<file path="config.mk">
export PLATFORM = sky130hd
export DESIGN_NAME = lms_fifo_reader_flat
export DESIGN_NICKNAME = d
export VERILOG_FILES = /design/src/rtl/lms_fifo_reader_if.sv /design/src/rtl/lms_fifo_reader.sv /design/src/flat_wrapper.sv
export SDC_FILE = /design/constraint.sdc
export NUM_CORES = 1
export LEC_CHECK = 0
export ABC_CLOCK_PERIOD_IN_PS = 4840
export CORE_ASPECT_RATIO = 1.4
export CORE_MARGIN = 2
export CORE_UTILIZATION = 52
export CTS_BUF_LIST = sky130_fd_sc_hd__clkbuf_8
export CTS_CLUSTER_DIAMETER = 80
export CTS_CLUSTER_SIZE = 24
export DETAILED_ROUTE_END_ITERATION = 16
export PLACE_DENSITY = 0.83
export RECOVER_POWER = 50
export SYNTH_ARGS = -nofsm -noshare
export SYNTH_HDL_FRONTEND = slang
export SYNTH_SLANG_ARGS = --single-unit
</file>
<file path="constraint.sdc">
create_clock -name clk -period 4.84 [get_ports clk]
set_input_delay 1.452 -clock clk [delete_from_list [all_inputs] [get_ports clk]]
set_output_delay 1.452 -clock clk [all_outputs]
set_load 0.01 [all_outputs]
</file>
<file path="src/rtl/lms_fifo_reader_if.sv">
// Read-side FIFO port plus the framed sample stream produced by lms_fifo_reader.
// master = the reader itself, slave = the FIFO/sink environment around it.
interface lms_fifo_reader_if #(
    parameter int DATA_WIDTH  = 16,
    parameter int DEPTH_WIDTH = 11
);
    logic                   fifo_rd_en;
    logic [DATA_WIDTH-1:0]  fifo_rd_data;
    logic                   fifo_rd_empty;
    logic [DEPTH_WIDTH:0]   fifo_rd_water_level;
    logic                   m_valid;
    logic                   m_ready;
    logic [DATA_WIDTH-1:0]  m_data;
    logic                   m_first;
    logic                   m_last;

    modport master (
        output fifo_rd_en,
        input  fifo_rd_data,
        input  fifo_rd_empty,
        input  fifo_rd_water_level,
        output m_valid,
        input  m_ready,
        output m_data,
        output m_first,
        output m_last
    );

    modport slave (
        input  fifo_rd_en,
        output fifo_rd_data,
        output fifo_rd_empty,
        output fifo_rd_water_level,
        input  m_valid,
        output m_ready,
        input  m_data,
        input  m_first,
        input  m_last
    );
endinterface

</file>
<file path="src/rtl/lms_fifo_reader.sv">
// Pulls fixed-length LMS frames out of a read-latency-1 FIFO once enough samples are
// buffered and streams them through a 2-entry skid buffer with first/last markers.
module lms_fifo_reader_chk #(
    parameter int DATA_WIDTH = 16
) (
    input logic                  clk,
    input logic                  rst_n,
    input logic                  in_burst,
    input logic                  rd_en,
    input logic                  rd_empty,
    input logic                  inflight,
    input logic                  tail_valid,
    input logic                  pop,
    input logic                  m_valid,
    input logic                  m_ready,
    input logic [DATA_WIDTH-1:0] m_data
);
    a_rd_legal: assert property (@(posedge clk) disable iff (!rst_n)
        rd_en |-> (in_burst && !rd_empty));

    // A capture into a full buffer with no drain would lose a word
    a_no_overflow: assert property (@(posedge clk) disable iff (!rst_n)
        !(tail_valid && inflight && !pop));

    a_hold_stable: assert property (@(posedge clk) disable iff (!rst_n)
        (m_valid && !m_ready) |=> (m_valid && $stable(m_data)));
endmodule

module lms_fifo_reader #(
    parameter int DATA_WIDTH  = 16,
    parameter int DEPTH_WIDTH = 11,
    parameter int FRAME_LEN   = 32
) (
    input  logic              clk,
    input  logic              rst_n,
    input  logic              enable,
    lms_fifo_reader_if.master bus,
    output logic              busy,
    output logic              underrun,
    output logic [15:0]       frame_cnt
);
    localparam int RCNT_W = $clog2(FRAME_LEN + 1);
    localparam int IDX_W  = $clog2(FRAME_LEN);

    localparam logic [RCNT_W-1:0]    RD_LOAD  = RCNT_W'(FRAME_LEN);
    localparam logic [RCNT_W-1:0]    RD_ONE   = RCNT_W'(1);
    localparam logic [RCNT_W-1:0]    RD_ZERO  = RCNT_W'(0);
    localparam logic [IDX_W-1:0]     IDX_LAST = IDX_W'(FRAME_LEN - 1);
    localparam logic [IDX_W-1:0]     IDX_ONE  = IDX_W'(1);
    localparam logic [IDX_W-1:0]     IDX_ZERO = IDX_W'(0);
    localparam logic [DEPTH_WIDTH:0] LVL_NEED = (DEPTH_WIDTH + 1)'(FRAME_LEN);

    typedef enum logic [1:0] {
        ST_IDLE  = 2'd0,
        ST_WAIT  = 2'd1,
        ST_BURST = 2'd2,
        ST_FLUSH = 2'd3
    } state_t;

    state_t                 state_r;
    state_t                 state_s;
    logic                   load_s;
    logic                   rd_en_s;
    logic                   pop_s;
    logic                   last_hs_s;
    logic [1:0]             occ_eff_s;

    logic [RCNT_W-1:0]      rd_left_r;
    logic                   inflight_r;
    logic                   head_valid_r;
    logic                   tail_valid_r;
    logic [DATA_WIDTH-1:0]  head_data_r;
    logic [DATA_WIDTH-1:0]  tail_data_r;
    logic [IDX_W-1:0]       out_idx_r;
    logic                   underrun_r;
    logic [15:0]            frame_cnt_r;

    // Handshake decode and read permission. Occupancy counts the slot freed by this
    // cycle's handshake, otherwise back-to-back reads could not sustain one per cycle.
    always_comb begin
        pop_s     = head_valid_r & bus.m_ready;
        last_hs_s = pop_s & (out_idx_r == IDX_LAST);
        occ_eff_s = {1'b0, head_valid_r} + {1'b0, tail_valid_r}
                  + {1'b0, inflight_r} - {1'b0, pop_s};
        if ((state_r == ST_BURST) && (rd_left_r != RD_ZERO) &&
            !bus.fifo_rd_empty && (occ_eff_s < 2'd2)) begin
            rd_en_s = 1'b1;
        end else begin
            rd_en_s = 1'b0;
        end
    end

    // Next-state logic; enable is only consulted outside BURST/FLUSH so frames never abort
    always_comb begin
        state_s = state_r;
        load_s  = 1'b0;
        case (state_r)
            ST_IDLE: begin
                if (enable) begin
                    state_s = ST_WAIT;
                end else begin
                    state_s = ST_IDLE;
                end
            end
            ST_WAIT: begin
                if (!enable) begin
                    state_s = ST_IDLE;
                end else if (bus.fifo_rd_water_level >= LVL_NEED) begin
                    state_s = ST_BURST;
                    load_s  = 1'b1;
                end else begin
                    state_s = ST_WAIT;
                end
            end
            ST_BURST: begin
                if (rd_en_s && (rd_left_r == RD_ONE)) begin
                    state_s = ST_FLUSH;
                end else begin
                    state_s = ST_BURST;
                end
            end
            ST_FLUSH: begin
                if (last_hs_s) begin
                    if (enable) begin
                        state_s = ST_WAIT;
                    end else begin
                        state_s = ST_IDLE;
                    end
                end else begin
                    state_s = ST_FLUSH;
                end
            end
            default: begin
                state_s = ST_IDLE;
            end
        endcase
    end

    // State register
    always_ff @(posedge clk or negedge rst_n) begin
        if (!rst_n) begin
            state_r <= ST_IDLE;
        end else begin
            state_r <= state_s;
        end
    end

    // Reads remaining in the frame and the one-deep read-latency tracker
    always_ff @(posedge clk or negedge rst_n) begin
        if (!rst_n) begin
            rd_left_r  <= RD_ZERO;
            inflight_r <= 1'b0;
        end else begin
            inflight_r <= rd_en_s;
            if (load_s) begin
                rd_left_r <= RD_LOAD;
            end else if (rd_en_s) begin
                rd_left_r <= rd_left_r - RD_ONE;
            end else begin
                rd_left_r <= rd_left_r;
            end
        end
    end

    // Two-entry skid buffer: head drives the output, tail absorbs a word while stalled
    always_ff @(posedge clk or negedge rst_n) begin
        if (!rst_n) begin
            head_valid_r <= 1'b0;
            tail_valid_r <= 1'b0;
            head_data_r  <= {DATA_WIDTH{1'b0}};
            tail_data_r  <= {DATA_WIDTH{1'b0}};
        end else begin
            case ({inflight_r, pop_s})
                2'b10: begin
                    if (!head_valid_r) begin
                        head_data_r  <= bus.fifo_rd_data;
                        head_valid_r <= 1'b1;
                    end else begin
                        tail_data_r  <= bus.fifo_rd_data;
                        tail_valid_r <= 1'b1;
                    end
                end
                2'b01: begin
                    if (tail_valid_r) begin
                        head_data_r  <= tail_data_r;
                        tail_valid_r <= 1'b0;
                    end else begin
                        head_valid_r <= 1'b0;
                    end
                end
                2'b11: begin
                    if (tail_valid_r) begin
                        head_data_r <= tail_data_r;
                        tail_data_r <= bus.fifo_rd_data;
                    end else begin
                        head_data_r <= bus.fifo_rd_data;
                    end
                end
                default: begin
                    head_valid_r <= head_valid_r;
                end
            endcase
        end
    end

    // Output sample index, completed-frame counter and sticky underrun flag
    always_ff @(posedge clk or negedge rst_n) begin
        if (!rst_n) begin
            out_idx_r   <= IDX_ZERO;
            frame_cnt_r <= 16'd0;
            underrun_r  <= 1'b0;
        end else begin
            if (last_hs_s) begin
                out_idx_r   <= IDX_ZERO;
                frame_cnt_r <= frame_cnt_r + 16'd1;
            end else if (pop_s) begin
                out_idx_r   <= out_idx_r + IDX_ONE;
                frame_cnt_r <= frame_cnt_r;
            end else begin
                out_idx_r   <= out_idx_r;
                frame_cnt_r <= frame_cnt_r;
            end
            if ((state_r == ST_BURST) && (rd_left_r != RD_ZERO) && bus.fifo_rd_empty) begin
                underrun_r <= 1'b1;
            end else begin
                underrun_r <= underrun_r;
            end
        end
    end

    assign bus.fifo_rd_en = rd_en_s;
    assign bus.m_valid    = head_valid_r;
    assign bus.m_data     = head_data_r;
    assign bus.m_first    = head_valid_r & (out_idx_r == IDX_ZERO);
    assign bus.m_last     = head_valid_r & (out_idx_r == IDX_LAST);
    assign busy           = (state_r == ST_BURST) || (state_r == ST_FLUSH);
    assign underrun       = underrun_r;
    assign frame_cnt      = frame_cnt_r;

    lms_fifo_reader_chk #(.DATA_WIDTH(DATA_WIDTH)) u_chk (
        .clk        (clk),
        .rst_n      (rst_n),
        .in_burst   (state_r == ST_BURST),
        .rd_en      (rd_en_s),
        .rd_empty   (bus.fifo_rd_empty),
        .inflight   (inflight_r),
        .tail_valid (tail_valid_r),
        .pop        (pop_s),
        .m_valid    (head_valid_r),
        .m_ready    (bus.m_ready),
        .m_data     (head_data_r)
    );
endmodule

</file>
<file path="src/flat_wrapper.sv">
// flat-port wrapper written by rule: the top's interface ports become plain ports
module lms_fifo_reader_flat 
#(
    parameter int DATA_WIDTH  = 16,
    parameter int DEPTH_WIDTH = 11,
    parameter int FRAME_LEN   = 32
)
  (clk, rst_n, enable, busy, underrun, frame_cnt, bus_fifo_rd_en, bus_fifo_rd_data, bus_fifo_rd_empty, bus_fifo_rd_water_level, bus_m_valid, bus_m_ready, bus_m_data, bus_m_first, bus_m_last);
  lms_fifo_reader_if #(.DATA_WIDTH(DATA_WIDTH), .DEPTH_WIDTH(DEPTH_WIDTH)) bus_i ();
  input  logic clk;
  input  logic rst_n;
  input  logic enable;
  output logic busy;
  output logic underrun;
  output logic [15:0] frame_cnt;
  output wire logic [$bits(bus_i.fifo_rd_en)-1:0] bus_fifo_rd_en;
  input wire logic [$bits(bus_i.fifo_rd_data)-1:0] bus_fifo_rd_data;
  input wire logic [$bits(bus_i.fifo_rd_empty)-1:0] bus_fifo_rd_empty;
  input wire logic [$bits(bus_i.fifo_rd_water_level)-1:0] bus_fifo_rd_water_level;
  output wire logic [$bits(bus_i.m_valid)-1:0] bus_m_valid;
  input wire logic [$bits(bus_i.m_ready)-1:0] bus_m_ready;
  output wire logic [$bits(bus_i.m_data)-1:0] bus_m_data;
  output wire logic [$bits(bus_i.m_first)-1:0] bus_m_first;
  output wire logic [$bits(bus_i.m_last)-1:0] bus_m_last;
  assign bus_fifo_rd_en = bus_i.fifo_rd_en;
  assign bus_i.fifo_rd_data = bus_fifo_rd_data;
  assign bus_i.fifo_rd_empty = bus_fifo_rd_empty;
  assign bus_i.fifo_rd_water_level = bus_fifo_rd_water_level;
  assign bus_m_valid = bus_i.m_valid;
  assign bus_i.m_ready = bus_m_ready;
  assign bus_m_data = bus_i.m_data;
  assign bus_m_first = bus_i.m_first;
  assign bus_m_last = bus_i.m_last;
  lms_fifo_reader #(.DATA_WIDTH(DATA_WIDTH), .DEPTH_WIDTH(DEPTH_WIDTH), .FRAME_LEN(FRAME_LEN)) u_core (.clk(clk), .rst_n(rst_n), .enable(enable), .bus(bus_i), .busy(busy), .underrun(underrun), .frame_cnt(frame_cnt));
endmodule
</file>
==> metrics, run 1 <==
vias in the first global route=2357; 1st-iter DRT viols=146; Internal Dissipation=0.00155 W; number of routed nets with antenna violations=0; RSZ-0062 raised after global routing=false; Rows=32; worst r2r src=u_core.bus.m_valid; Place WS=-0.353 ns; maxcap violations=2; status=finished with violations; crit end category=primary output; Area Growth Syn to Fin=33.2%; Vias/cell=5.50; DP HPWL=4.64 mm; gpl congestion=0.777; Die Wd=68.6 µm; GRT Util Overall=21.9%; Fin. Hold Viols=0; largest family of logic cells by synthesized area=simple AND/OR/NAND/NOR gates; Synth Area in XOR/XNOR=4.32%; count of cell types in the netlist=31; Post-DP Area=3820 µm²; I/O pin count=71; Post-Synth Simple-Gate Area=13.5%; skew final=0.00676 ns; CTS Buffer Depth=2; antenna violations before repair=0; Reg-to-Reg End=u_core.bus.m_data[6]; drt drc=0; Syn Area/Cell=10.9 µm²; drt pass-1 iters=4; fin crit period=4.71 ns; Max stage delay on crit path=0.50 ns; Syn Nets=325; upper clock frequency limit=212 MHz; Worst Path Required=3.39 ns; most frequent CP cell=ha_4; die area=6480 µm²; Syn Std Cell Area=3040 µm²; Net Sw Power=0.000850 W; Gate power share=40.5%; Critical Path Stages=9; critical path's top delay family=buffers and inverters; Pins Over Slew Limit=68; static leakage=1.81 nW; wire length per cell=15.1 µm; Max stage delay cell, worst path=clkdlybuf4s50_1; Num CTS Buffers=9; H-tree depth=3; starting density of the core=54.6%; clock net sink count=65; Worst setup SP type=input port; CTS Root Buffer Type=clkbuf_8; CP Capture Point=bus_fifo_rd_en; Die Y-Extent=94.4 µm; measured slew at the worst slew-check pin=1.93 ns; Switching Fraction=35.4%; violated checks=max-capacitance violations, max-slew violations; CTS clk-pin slew, worst paths=0.08 ns; largest net degree at the start of global routing=37; Core ar.=5570 µm²; setup slack, reg-to-reg=2.36 ns; worst setup margin=0.129 ns; # port buffers=65; Reg2Reg Depth=8; max_slew headroom=-28.7%; final instance area=4050 µm²; Syn Inst Count=279; post-synthesis register bit count=65; mux contribution to synthesized area=9.35%; Hold WC Path Type=reg -> reg; most frequent cells in the layout=dfrtp_1 (65), clkdlybuf4s50_1 (59), nand2_1 (26), nor2_1 (26), a21oi_1 (19); Worst VDD drop=304 µV; Nets=402; final worst path period share=97.3%; Warnings, synthesis=0; Synth Area in Compound Gates=11.4%; grt total ovfl=0; Post-CTS Hold Fix Bufs=0; Sequential Power Share=37.6%; layout cell share with drive strength beyond 1=13.9%; routed via count=2360; drt total wl=6.50 mm; final setup violation count=0; Worst Path Max Fanout=2; Post-Synth Adder-Cell Area=5.35%; crit path cell chain=clkdlybuf4s50_1 > nand2_2 > ha_4 > ha_4 > a21oi_2 > mux2_4 > nand2_1 > inv_1 > buf_2; clock network fraction of design power=21.9%; hold_sp=u_core.frame_cnt[15]; ANT cells=0; most common cell after layout, fill and taps aside=dfrtp_1; Seq/Total Area, Yosys=53.5%; arrival time worst endpoint=3.26 ns; worst setup path startpoint=bus_m_ready; PD cells=594 nW/µm²; critical path class=in -> out; CP Buf/Inv Count=3; CTS tree=yes; Layout fillers=408; first-pass GRT wire length=10.5 mm; post-CTS setup buffer count=0; Clock Latency Late Sink=0.35 ns
power groups by stage:
stage	logic [W]	clock network [W]	registers [W]
finish	0.000974	0.000526	0.000904
global route	0.00108	0.000553	0.000933
CTS	0.000980	0.000533	0.000906
detailed placement	0.000954	0	0.000912
global placement	0.000908	0	0.000897
floorplan	0.000563	0	0.000906
metal layers:
metal  up-vias  wire length [µm]  track usage, %
met2        65              3430            37.3
met5         -                 0               0
met1      1155              2620            25.7
li1       1128                 -               -
met3        12               309            4.17
met4         0               136            10.5
through the flow:
| step | hold WS (ns) | cells | power [W] | util, % | setup TNS (ns) |
|---|---|---|---|---|---|
| floorplan | 0.465 | 279 | 0.00147 | - | 0 |
| global placement | 0.444 | 413 | 0.00181 | 68.6 | -0.307 |
| detailed placement | 0.466 | 413 | 0.00187 | 68.6 | -0.353 |
| CTS | 0.477 | 429 | 0.00242 | 73.0 | 0 |
| global route | 0.499 | 429 | 0.00257 | 72.7 | 0 |
| finish | 0.471 | 429 | 0.00240 | 72.7 | 0 |
worst min path at each step:
stage	cells after the start	slack, ns	endpoint
finish	1	0.47	u_core.frame_cnt[15]
global route	1	0.50	u_core.frame_cnt[15]
CTS	1	0.48	u_core.frame_cnt[15]
detailed placement	1	0.47	u_core.frame_cnt[15]
global placement	1	0.44	u_core.underrun
floorplan	1	0.47	u_core.out_idx_r[3]
state kept, by name, summed over array words and instances (netlist names):
register             cells
u_core.frame_cnt        16
u_core.bus.m_valid       1
u_core.underrun          1
u_core.inflight_r        1
u_core.out_idx_r         5
u_core.rd_left_r         6
u_core.state_r           2
u_core.bus.m_data       16
u_core.tail_data_r      16
u_core.tail_valid_r      1
timing repair:
| action | in CTS | in global routing |
|---|---|---|
| resized for setup | 7 | 2 |
| endpoints found under the setup margin | 1 | 1 |
| pin swaps | 2 | 1 |
layout make-up:
class                           instances  area (µm²)  share of cell area [%]
Tap cell                               68        85.1                    2.10
Clock buffer                           10         138                    3.40
Inverter                               10        37.5                   0.928
Sequential cell                        65        1630                    40.2
Clock inverter                          6        90.1                    2.23
Timing Repair Buffer                   75         703                    17.4
Multi-Input combinational cell        195        1370                    33.7
Yosys cell counts:
| master | count | share of area [%] |
|---|---|---|
| nand2_1 | 27 | 3.3 |
| a221oi_2 | 1 | 0.49 |
| clkbuf_1 | 6 | 0.74 |
| nor2b_1 | 1 | 0.21 |
| nor2_1 | 26 | 3.2 |
| xnor2_1 | 10 | 2.9 |
| xor2_1 | 5 | 1.4 |
| mux2i_1 | 7 | 2.3 |
| buf_2 | 3 | 0.49 |
| o2111ai_4 | 1 | 0.87 |
| nand3_1 | 7 | 1.2 |
| nor3_1 | 4 | 0.66 |
| nor4_1 | 2 | 0.41 |
| o21ai_0 | 10 | 1.6 |
| nand2b_1 | 5 | 1.0 |
| a22oi_1 | 16 | 4.0 |
| a21oi_2 | 1 | 0.29 |
| a21oi_1 | 20 | 3.3 |
| a21o_1 | 2 | 0.49 |
| nand3b_1 | 1 | 0.25 |
| inv_1 | 10 | 1.2 |
| mux2_2 | 19 | 7.0 |
| or4_4 | 1 | 0.37 |
| dfrtp_1 | 65 | 54 |
| and3_1 | 4 | 0.82 |
| nand4_1 | 8 | 1.6 |
| a31oi_1 | 1 | 0.21 |
| and2_1 | 1 | 0.21 |
| or3_1 | 1 | 0.21 |
| o22ai_1 | 1 | 0.21 |
| ha_1 | 13 | 5.4 |
kinds of logic after synthesis:
group | after synthesis
mux | 26
flops | 65
compound gates | 53
xor+xnor | 15
simple gates | 88
buf+inv | 19
fa+ha+maj | 13
Power figures use the tool's default switching activity.
==> inputs of run 2 (changes only) <==
- PLACE_DENSITY: 0.83 -> not set
- PLACE_DENSITY_LB_ADDON: not set -> 0.2
==> run 2 against run 1 <==
Compared with the run above: the flow still finishes with violations (max-capacitance violations, max-slew violations); clock power down 13%; clock skew is 0.0031 ns higher; global-route usage is 1.0 points lower; maximum frequency rose by 1.6%; via count shrank 0.42%; register-to-register slack lost 0.02 ns; core utilization shrank 0.45 points; hold slack lost 0.0041 ns; combinational power fell by 2%; sequential power about the same; critical path depth stayed put; flip-flop and latch count unchanged; critical endpoint unchanged; largest power group unchanged.
==> metrics, run 2 (same netlist as run 1, synthesis figures left out) <==
status=finished with violations (unchanged); violated checks=max-capacitance violations, max-slew violations (unchanged); drt total wl=6.19 mm (was 6.50 mm); RSZ-0062 raised after global routing=false (unchanged); fin crit period=4.64 ns (was 4.71 ns); setup slack, reg-to-reg=2.34 ns (was 2.36 ns); Reg2Reg Depth=8 (unchanged); worst setup margin=0.203 ns (was 0.129 ns); Nets=401 (was 402); H-tree depth=3 (unchanged); antenna violations before repair=0 (unchanged); die area=6480 µm² (unchanged); static leakage=1.80 nW (was 1.81 nW); Fin. Hold Viols=0 (unchanged); largest net degree at the start of global routing=38 (was 37); Vias/cell=5.49 (was 5.50); I/O pin count=71 (unchanged); upper clock frequency limit=216 MHz (was 212 MHz); CTS Root Buffer Type=clkbuf_8 (unchanged); Rows=32 (unchanged); drt drc=0 (unchanged); arrival time worst endpoint=3.19 ns (was 3.26 ns); clock net sink count=65 (unchanged); Post-CTS Hold Fix Bufs=0 (unchanged); number of routed nets with antenna violations=0 (unchanged); measured slew at the worst slew-check pin=1.93 ns (about the same); Die Wd=68.6 µm (unchanged); post-CTS setup buffer count=0 (unchanged); GRT Util Overall=20.8% (was 21.9%); Worst VDD drop=308 µV (was 304 µV); CP Capture Point=bus_fifo_rd_en (unchanged); Finished Layout Cells=428 (was 429); Worst Path Max Fanout=2 (unchanged); Reg-to-Reg End=u_core.bus.m_data[6] (unchanged); clock network fraction of design power=19.7% (was 21.9%); CTS clk-pin slew, worst paths=0.07 ns (was 0.08 ns); Place WS=-0.358 ns (was -0.353 ns); most common cell after layout, fill and taps aside=dfrtp_1 (unchanged); most frequent cells in the layout=dfrtp_1 (65), clkdlybuf4s50_1 (61), nand2_1 (27) (was dfrtp_1 (65), clkdlybuf4s50_1 (59), nand2_1 (26), nor2_1 (26), a21oi_1 (19)); gpl congestion=0.760 (was 0.777); Placed Cells=412 (was 413); Worst Path Required=3.39 ns (about the same); Switching Fraction=35.5% (was 35.4%); Core ar.=5570 µm² (unchanged); first-pass GRT wire length=10.1 mm (was 10.5 mm); 1st-iter DRT viols=134 (was 146); wire length per cell=14.5 µm (was 15.1 µm); vias in the first global route=2287 (was 2357); Internal Dissipation=0.00149 W (was 0.00155 W); Clock Latency Late Sink=0.35 ns (about the same); Num CTS Buffers=9 (unchanged); grt total ovfl=0 (unchanged); Net Sw Power=0.000821 W (was 0.000850 W); Final TNS setup=0 ns (unchanged); Worst setup SP type=input port (unchanged); Hold Path Depth=1 (unchanged); max_slew headroom=-28.7% (about the same); Area Growth Syn to Fin=32.3% (was 33.2%); final worst path period share=95.8% (was 97.3%); routed via count=2350 (was 2360); maxcap violations=2 (unchanged); drt pass-1 iters=5 (was 4); Resized cells post-CTS=6 (was 7); Gate power share=41.2% (was 40.5%); starting density of the core=54.6% (unchanged); Sequential Power Share=39.0% (was 37.6%); PD cells=576 nW/µm² (was 594 nW/µm²); worst r2r src=u_core.bus.m_valid (unchanged); DP HPWL=4.28 mm (was 4.64 mm); skew final=0.00982 ns (was 0.00676 ns); Die Y-Extent=94.4 µm (unchanged); CTS Buffer Depth=2 (unchanged); critical path class=in -> out (unchanged); worst setup path startpoint=bus_m_ready (unchanged); CTS tree=yes (unchanged); final setup violation count=0 (unchanged); Pins Over Slew Limit=68 (unchanged); layout cell share with drive strength beyond 1=13.1% (was 13.9%); Hold WC Path Type=reg -> reg (unchanged); crit end category=primary output (unchanged); ANT cells=0 (unchanged); # port buffers=65 (unchanged)
run 2: worst min-delay path by stage:
stage                              startpoint  slack (ns)                  end
after global routing          u_core.underrun        0.48      u_core.underrun
after global placement        u_core.underrun        0.44      u_core.underrun
after floorplan           u_core.out_idx_r[3]        0.47  u_core.out_idx_r[3]
after CTS                     u_core.underrun        0.47      u_core.underrun
after detailed placement      u_core.underrun        0.45      u_core.underrun
final                         u_core.underrun        0.47      u_core.underrun
run 2: power groups by stage:
stage	Clock, W	Combinational, W	Sequential [W]
3_3_place_gp	0	0.000906	0.000896
5_1_grt	0.000487	0.00107	0.000934
4_1_cts	0.000464	0.000964	0.000904
2_1_floorplan	0	0.000563	0.000906
6_report	0.000456	0.000955	0.000904
3_5_place_dp	0	0.000938	0.000908
run 2: metrics by stage:
stage	cell area [µm²]	total power (W)	util (%)	hold WS, ns
5_1_grt	4020	0.00249	72.2	0.483
3_3_place_gp	3810	0.00180	68.5	0.445
4_1_cts	4040	0.00233	72.5	0.470
3_5_place_dp	3810	0.00185	68.5	0.447
6_report	4020	0.00232	72.2	0.467
2_1_floorplan	3040	0.00147	-	0.465
run 2: final cells by class:
type                    instances  area [µm²]
inverters                      10        37.5
clock buffers                  10         138
well taps                      68        85.1
multi-input cells             195        1380
flip-flops and latches         65        1630
repair buffers                 74         698
clock inverters                 6        58.8
fillers                       440        1550
run 2: critical path: stages:
cell           delay, ns
dlygate4sd2_1       0.23
nand2_1             0.11
ha_4                0.32
ha_4                0.19
a21oi_2             0.11
mux2_2              0.35
nand2_1             0.08
inv_1               0.06
dlygate4sd2_1       0.28
run 2: layer usage:
layer / GRT usage [%] / up-vias / share of wire [%]
li1: - / 1133 / -
met1: 24.8 / 1134 / 43
met2: 33.6 / 69 / 49
met3: 4.53 / 14 / 5.3
met4: 12.5 / 0 / 2.7
met5: 0 / - / 0
